===== src/rtl/armleo_burst_mux.sv =====
// Burst-locking N-to-1 mux placed behind an external round-robin arbiter.
// Optional burst-length cap: define ARMLEO_BURST_MUX_MAXBURST_EN (adds MAX_BURST, burst_trunc).
module armleo_burst_mux #(
    parameter int WIDTH = 4,
    parameter int DATA_WIDTH = 32,
    localparam int SEL_W = (WIDTH > 1) ? $clog2(WIDTH) : 1
`ifdef ARMLEO_BURST_MUX_MAXBURST_EN
    , parameter int MAX_BURST = 16
`endif
) (
    input  logic                        clk,
    input  logic                        rst_n,
    input  logic [WIDTH-1:0]            in_valid,
    output logic [WIDTH-1:0]            in_ready,
    input  logic [WIDTH*DATA_WIDTH-1:0] in_data,
    input  logic [WIDTH-1:0]            in_last,
    output logic [WIDTH-1:0]            arb_request,
    input  logic [WIDTH-1:0]            arb_grant,
    output logic                        out_valid,
    input  logic                        out_ready,
    output logic [DATA_WIDTH-1:0]       out_data,
    output logic                        out_last,
    output logic [SEL_W-1:0]            out_sel
`ifdef ARMLEO_BURST_MUX_MAXBURST_EN
    , output logic                      burst_trunc
`endif
);

    typedef enum logic {IDLE, LOCKED} state_t;

    state_t           state, state_next;
    logic [SEL_W-1:0] sel, sel_next;
    logic [SEL_W-1:0] grant_idx;
    logic             grant_any;
    logic             accept;
    logic             beat_last;

    // Descending scan so the lowest set grant bit is the one that sticks.
    always_comb begin
        grant_idx = '0;
        grant_any = 1'b0;
        for (int unsigned i = WIDTH; i > 0; i--) begin
            if (arb_grant[i-1]) begin
                grant_idx = SEL_W'(i - 1);
                grant_any = 1'b1;
            end
        end
    end

    assign accept = in_valid[sel] & in_ready[sel];

`ifdef ARMLEO_BURST_MUX_MAXBURST_EN
    localparam int CNT_W = $clog2(MAX_BURST + 1);

    logic [CNT_W-1:0] beat_cnt;
    logic             force_last;

    assign force_last = (beat_cnt == CNT_W'(MAX_BURST - 1));
    assign beat_last  = in_last[sel] | force_last;

    // Held at zero while idle, so every lock starts counting from zero.
    always_ff @(posedge clk) begin
        if (!rst_n || state == IDLE) begin
            beat_cnt <= '0;
        end else if (accept) begin
            beat_cnt <= beat_cnt + 1'b1;
        end
    end

    always_ff @(posedge clk) begin
        if (!rst_n) begin
            burst_trunc <= 1'b0;
        end else begin
            burst_trunc <= accept & force_last & ~in_last[sel];
        end
    end
`else
    assign beat_last = in_last[sel];
`endif

    always_ff @(posedge clk) begin
        if (!rst_n) begin
            state <= IDLE;
            sel   <= '0;
        end else begin
            state <= state_next;
            sel   <= sel_next;
        end
    end

    always_comb begin
        state_next = state;
        sel_next   = sel;
        if (state == IDLE) begin
            if (grant_any) begin
                state_next = LOCKED;
                sel_next   = grant_idx;
            end
        end else if (accept && beat_last) begin
            state_next = IDLE;
        end
    end

    // Requests are withheld while locked so the arbiter's rotation stays frozen.
    always_comb begin
        arb_request = '0;
        in_ready    = '0;
        if (rst_n) begin
            if (state == IDLE) begin
                arb_request = in_valid;
            end else begin
                in_ready[sel] = ~out_valid | out_ready;
            end
        end
    end

    always_ff @(posedge clk) begin
        if (!rst_n) begin
            out_valid <= 1'b0;
            out_data  <= '0;
            out_last  <= 1'b0;
            out_sel   <= '0;
        end else if (accept) begin
            out_valid <= 1'b1;
            out_data  <= in_data[sel*DATA_WIDTH +: DATA_WIDTH];
            out_last  <= beat_last;
            out_sel   <= sel;
        end else if (out_ready) begin
            out_valid <= 1'b0;
        end
    end

endmodule


===== config.mk =====
export PLATFORM = sky130hd
export DESIGN_NAME = armleo_burst_mux
export DESIGN_NICKNAME = d
export VERILOG_FILES = /design/src/rtl/armleo_burst_mux.sv
export SDC_FILE = /design/constraint.sdc
export NUM_CORES = 1
export LEC_CHECK = 0
export CORE_MARGIN = 10
export CORE_UTILIZATION = 30
export CTS_CLUSTER_DIAMETER = 120
export DETAILED_ROUTE_END_ITERATION = 6
export MAX_ROUTING_LAYER = met4
export PLACE_DENSITY = 0.74
export SETUP_SLACK_MARGIN = 0.05
export SLEW_MARGIN = 0
export SYNTH_ARGS = -nofsm -noshare
export SYNTH_HDL_FRONTEND = slang
export SYNTH_SLANG_ARGS = --single-unit

===== constraint.sdc =====
create_clock -name clk -period 2.55 [get_ports clk]
set_clock_uncertainty 0.15 [all_clocks]
set_input_delay 0.3825 -clock clk [delete_from_list [all_inputs] [get_ports clk]]
set_output_delay 0.3825 -clock clk [all_outputs]
set_load 0.01 [all_outputs]

# == Yosys cells after proc, flatten, opt, wreduce, memory -nomap -nowiden ==
# Cells that the tools add are included.
# totals
ff_bits,39
input_bits,143
# classes
order_cmp,2
shift,1
n_mux,25
bitwise,5
n_reduce_logical,4
# op_table
operator,n
$shiftx 128x8->32,1
$mux 4,4
$mux 1,13
$mux 2,4
$bmux 1 s2,3
$and 4x4->4,1
$lt 2x3->1 const B,1
$demux 1 s2,1
$ge 2x1->1 const B,1
$logic_and 1x1->1,2
$not 1->1,2
$reduce_and 2->1,1
$reduce_bool 2->1,1
$and 1x1->1,1
$or 1x1->1,1

# == Longest topological paths before layout ==
# logic_depth
ltp_word,13
depth_mapped,7

# == Least setup slack after synthesis ==
# Ideal clock, no wire load.
# synth_path
kind,reg-to-reg
start,reg sel[0]
end,reg out_data[10]
t_arrival_ns,1.432
required_time_ns,2.272
path_slack_ns,0.840
path_stages_with_launch,8
n_path_buf,3
path_cell_list,dfxtp_1 > buf_2 > mux4_2 > and3_4 > buf_6 > buf_6 > nand2_1 > o21ai_1
# synth_via
elab_chain_cells,10
# synth_lines
element,line,text
"start, declared",32,"logic [SEL_W-1:0] sel, sel_next;"
"start signal, assigned",87,sel <= sel_next;
$lt 2x3->1 (not written as such) / $ge 2x1->1 (equally long branches),112,in_ready[sel] = ~out_valid | out_ready;
$logic_and 1x1->1 (not written as such),112,
$mux 1 (not written as such),112,
$demux 1 s2,112,
$and 4x4->4 (no source line),-,
$mux 4,109,if (state == IDLE) begin
$mux 4,108,if (rst_n) begin
$bmux 1 s2,50,assign accept = in_valid[sel] & in_ready[sel];
$mux 1 (not written as such),50,
$and 1x1->1,50,
"end signal, assigned",125,out_data <= in_data[sel*DATA_WIDTH +: DATA_WIDTH];
"end, declared",21,"output logic [DATA_WIDTH-1:0] out_data,"
# Parallel ways exist; a longest one is shown, timed or not. The select of a mux whose other input is x is not followed.
# A chain may end at the register's enable or synchronous reset.

# == Worst setup path in the final report ==
# layout_path
start,in rst_n
end,out arb_request[1]
# layout_via
elab_chain_cells,1
# layout_lines
element,line,text
"start, declared",12,"input logic rst_n,"
$mux 4,108,
"end, declared",17,"output logic [WIDTH-1:0] arb_request,"
# Every way passes these cells.

==> metrics.yaml <==
setup-tns-final_ps: 0
core_mm2: 0.007647
yosysSeqAreaShare: 0.3348
cts_buffers: 5
cts_tree: "done"
post_cts_buffers: 0
p_leak_nw: 1.554
grt_max_degree: 68
rsz0062_at_grt: "no"
first_iter_violations: 86
worst_setup_path_start_kind: "input pin"
rrSetupSlack_ps: 670
clockRootBuffer: "clkbuf_8"
place_congestion: 0.7676
post-route-util: 0.5702
path_max_fanout: 4
powerDensity_mw_per_mm2: 388.1
io_buffers: 186
maxSlewViolCount: 0
setup_viol: 0
postSynthCellCount: 233
row_count: 32
grt_overflow: 0
timing.fmax_mhz: 415.0
critical_path_class: "in2out"
fillCellCount: 674
yosys_warnings: 0
layout_commonest_cell: "clkdlybuf4s50_1"
worstHoldPathType: "reg2reg"
r2r-end: "out_last"
drv_cap: 0
wirelength_mm: 9.183
grt_first_pass_wirelength_mm: 14.28
num_vias: 2506
grt_pass1_vias: 2762
path_clk_slew_ps: 70
synth.net_count: 376
ys_ff_latch: 39
slew_headroom: 0.5632
post_drt_via_cell_ratio: 4.847
layout.nets: 559
antenna_found_initial: 0
syn_avg_cell_area_um2: 10.01
layout_common_cells: "clkdlybuf4s50_1, nand2_1, dfxtp_1, mux4_2, o21ai_1"
ant_nets: 0
dr.pass1.iters: 4
dp_hpwl_mm: 7.629
drive_gt1_frac: 0.1349
start_util: 0.3050
fp.dieW_um: 108.2
holdPathStages: 2
reg2regPathDepth: 4
worst_hold_path.endpoint: "out_data[6]"
worstMarginPinSlew_ps: 655.2
clock_latency_ps: 280
wire_per_inst_um: 17.76
worstReg2RegStart: "state"
area_growth_pct: 86.96
fin_crit_sh: 0.9449
die_height_um: 108.2
cts.sinks: 39
ios: 187
hold_viol_final: 0
insertedDiodeCount: 0
grt_usage: 0.1591
min_period_ps: 2410
dieArea_mm2: 0.01170
peakVddDrop_uv: 189.8
cp.arrival_ps: 1880
hold_buffers: 0
end_kind: "output port"
htree_levels: 2
worstHoldStart: "out_data[6]"
crit_required_ps: 2020
status: "completed"
syn_area_mm2: 0.002332
drc: 0
ys_types: 26
clockBufferDepth: 2
routing by layer:
layer  up-vias  share of wire  wire length [um]  track usage
met4         0         0.0052                48      0.02863
li1       1207              -                 -            -
met1      1185           0.41              3745       0.1726
met5         -              0                 0            -
met3         5          0.086               786      0.06008
met2       109           0.50              4602       0.2733
cell usage after synthesis:
| library cell | n | area share |
|---|---|---|
| nor2b_1 | 3 | 0.0080 |
| buf_6 | 4 | 0.019 |
| and3_4 | 1 | 0.0048 |
| o21ai_1 | 29 | 0.062 |
| clkbuf_2 | 1 | 0.0021 |
| nand2b_1 | 1 | 0.0027 |
| and3b_1 | 1 | 0.0038 |
| o221a_2 | 2 | 0.0097 |
| inv_1 | 2 | 0.0032 |
| nand2_1 | 68 | 0.11 |
| o22ai_2 | 1 | 0.0054 |
| o21ai_0 | 5 | 0.011 |
| nor2_1 | 6 | 0.0097 |
| o211ai_1 | 2 | 0.0064 |
| nand3b_1 | 1 | 0.0032 |
| mux4_2 | 33 | 0.32 |
| a21oi_1 | 1 | 0.0021 |
| and2_1 | 8 | 0.021 |
| clkbuf_1 | 9 | 0.014 |
| mux2i_1 | 2 | 0.0086 |
| a21boi_0 | 2 | 0.0064 |
| buf_2 | 7 | 0.015 |
| a32o_1 | 2 | 0.0086 |
| dfxtp_1 | 39 | 0.33 |
| and3_1 | 2 | 0.0054 |
| a32oi_1 | 1 | 0.0038 |
how the worst max path moves through the flow:
stage,startpoint,to,slack [ps],depth (start not counted)
after floorplan,sel[0],out_data[10],840,7
after global placement,rst_n,in_ready[0],5,5
after detailed placement,rst_n,in_ready[0],10,5
after CTS,rst_n,arb_request[0],60,5
after global routing,rst_n,arb_request[1],60,5
final,rst_n,arb_request[1],140,5
what timing repair did:
action                                  in CTS  in global routing
gates resized for setup                      4                  2
pin swaps                                    0                  0
hold endpoints to repair                     0                  0
endpoints found under the setup margin       4                  4
state kept, by name, summed over array words and instances (netlist names):
register,cells
sel,2
out_last,1
out_valid,1
out_sel,2
out_data,32
state,1
kinds of logic after synthesis:
family | synth area share
compound gates | 0.1153
flops | 0.3348
simple gates | 0.1685
mux | 0.3273
buf+inv | 0.05418
stage by stage:
step / hold slack (ps) / setup WS (ps) / cell area, um^2 / instances / power [mW]
2_1_floorplan: 322.6 / 840.1 / 2332 / 233 / 0.9633
3_3_place_gp: 284.4 / 5.021 / 4288 / 511 / 1.322
3_5_place_dp: 289.3 / 13.81 / 4288 / 511 / 1.335
4_1_cts: 301.1 / 57.14 / 4355 / 517 / 1.723
5_1_grt: 327.8 / 62.77 / 4360 / 517 / 1.803
6_report: 296.2 / 140.4 / 4360 / 517 / 1.692
area by class of cell:
cell class / count / area, um^2 / share of cell area
Clock buffer: 6 / 72.57 / 0.01664
Inverter: 2 / 7.507 / 0.001722
Multi-Input combinational cell: 171 / 1428 / 0.3274
Sequential cell: 39 / 783.3 / 0.1796
Tap cell: 102 / 127.6 / 0.02927
Timing Repair Buffer: 197 / 1942 / 0.4453
where the power goes:
group          internal, mW  total (mW)  switching [mW]
registers             0.660       0.692          0.0317
clock network         0.182       0.381           0.199
logic                 0.415       0.619           0.204
critical path, stage by stage:
cell,delay (ps)
clkdlybuf4s50_1,520
nor2b_2,190
buf_4,130
and2_1,110
clkdlybuf4s50_1,530
No activity file was read; power rests on OpenSTA's default activity.
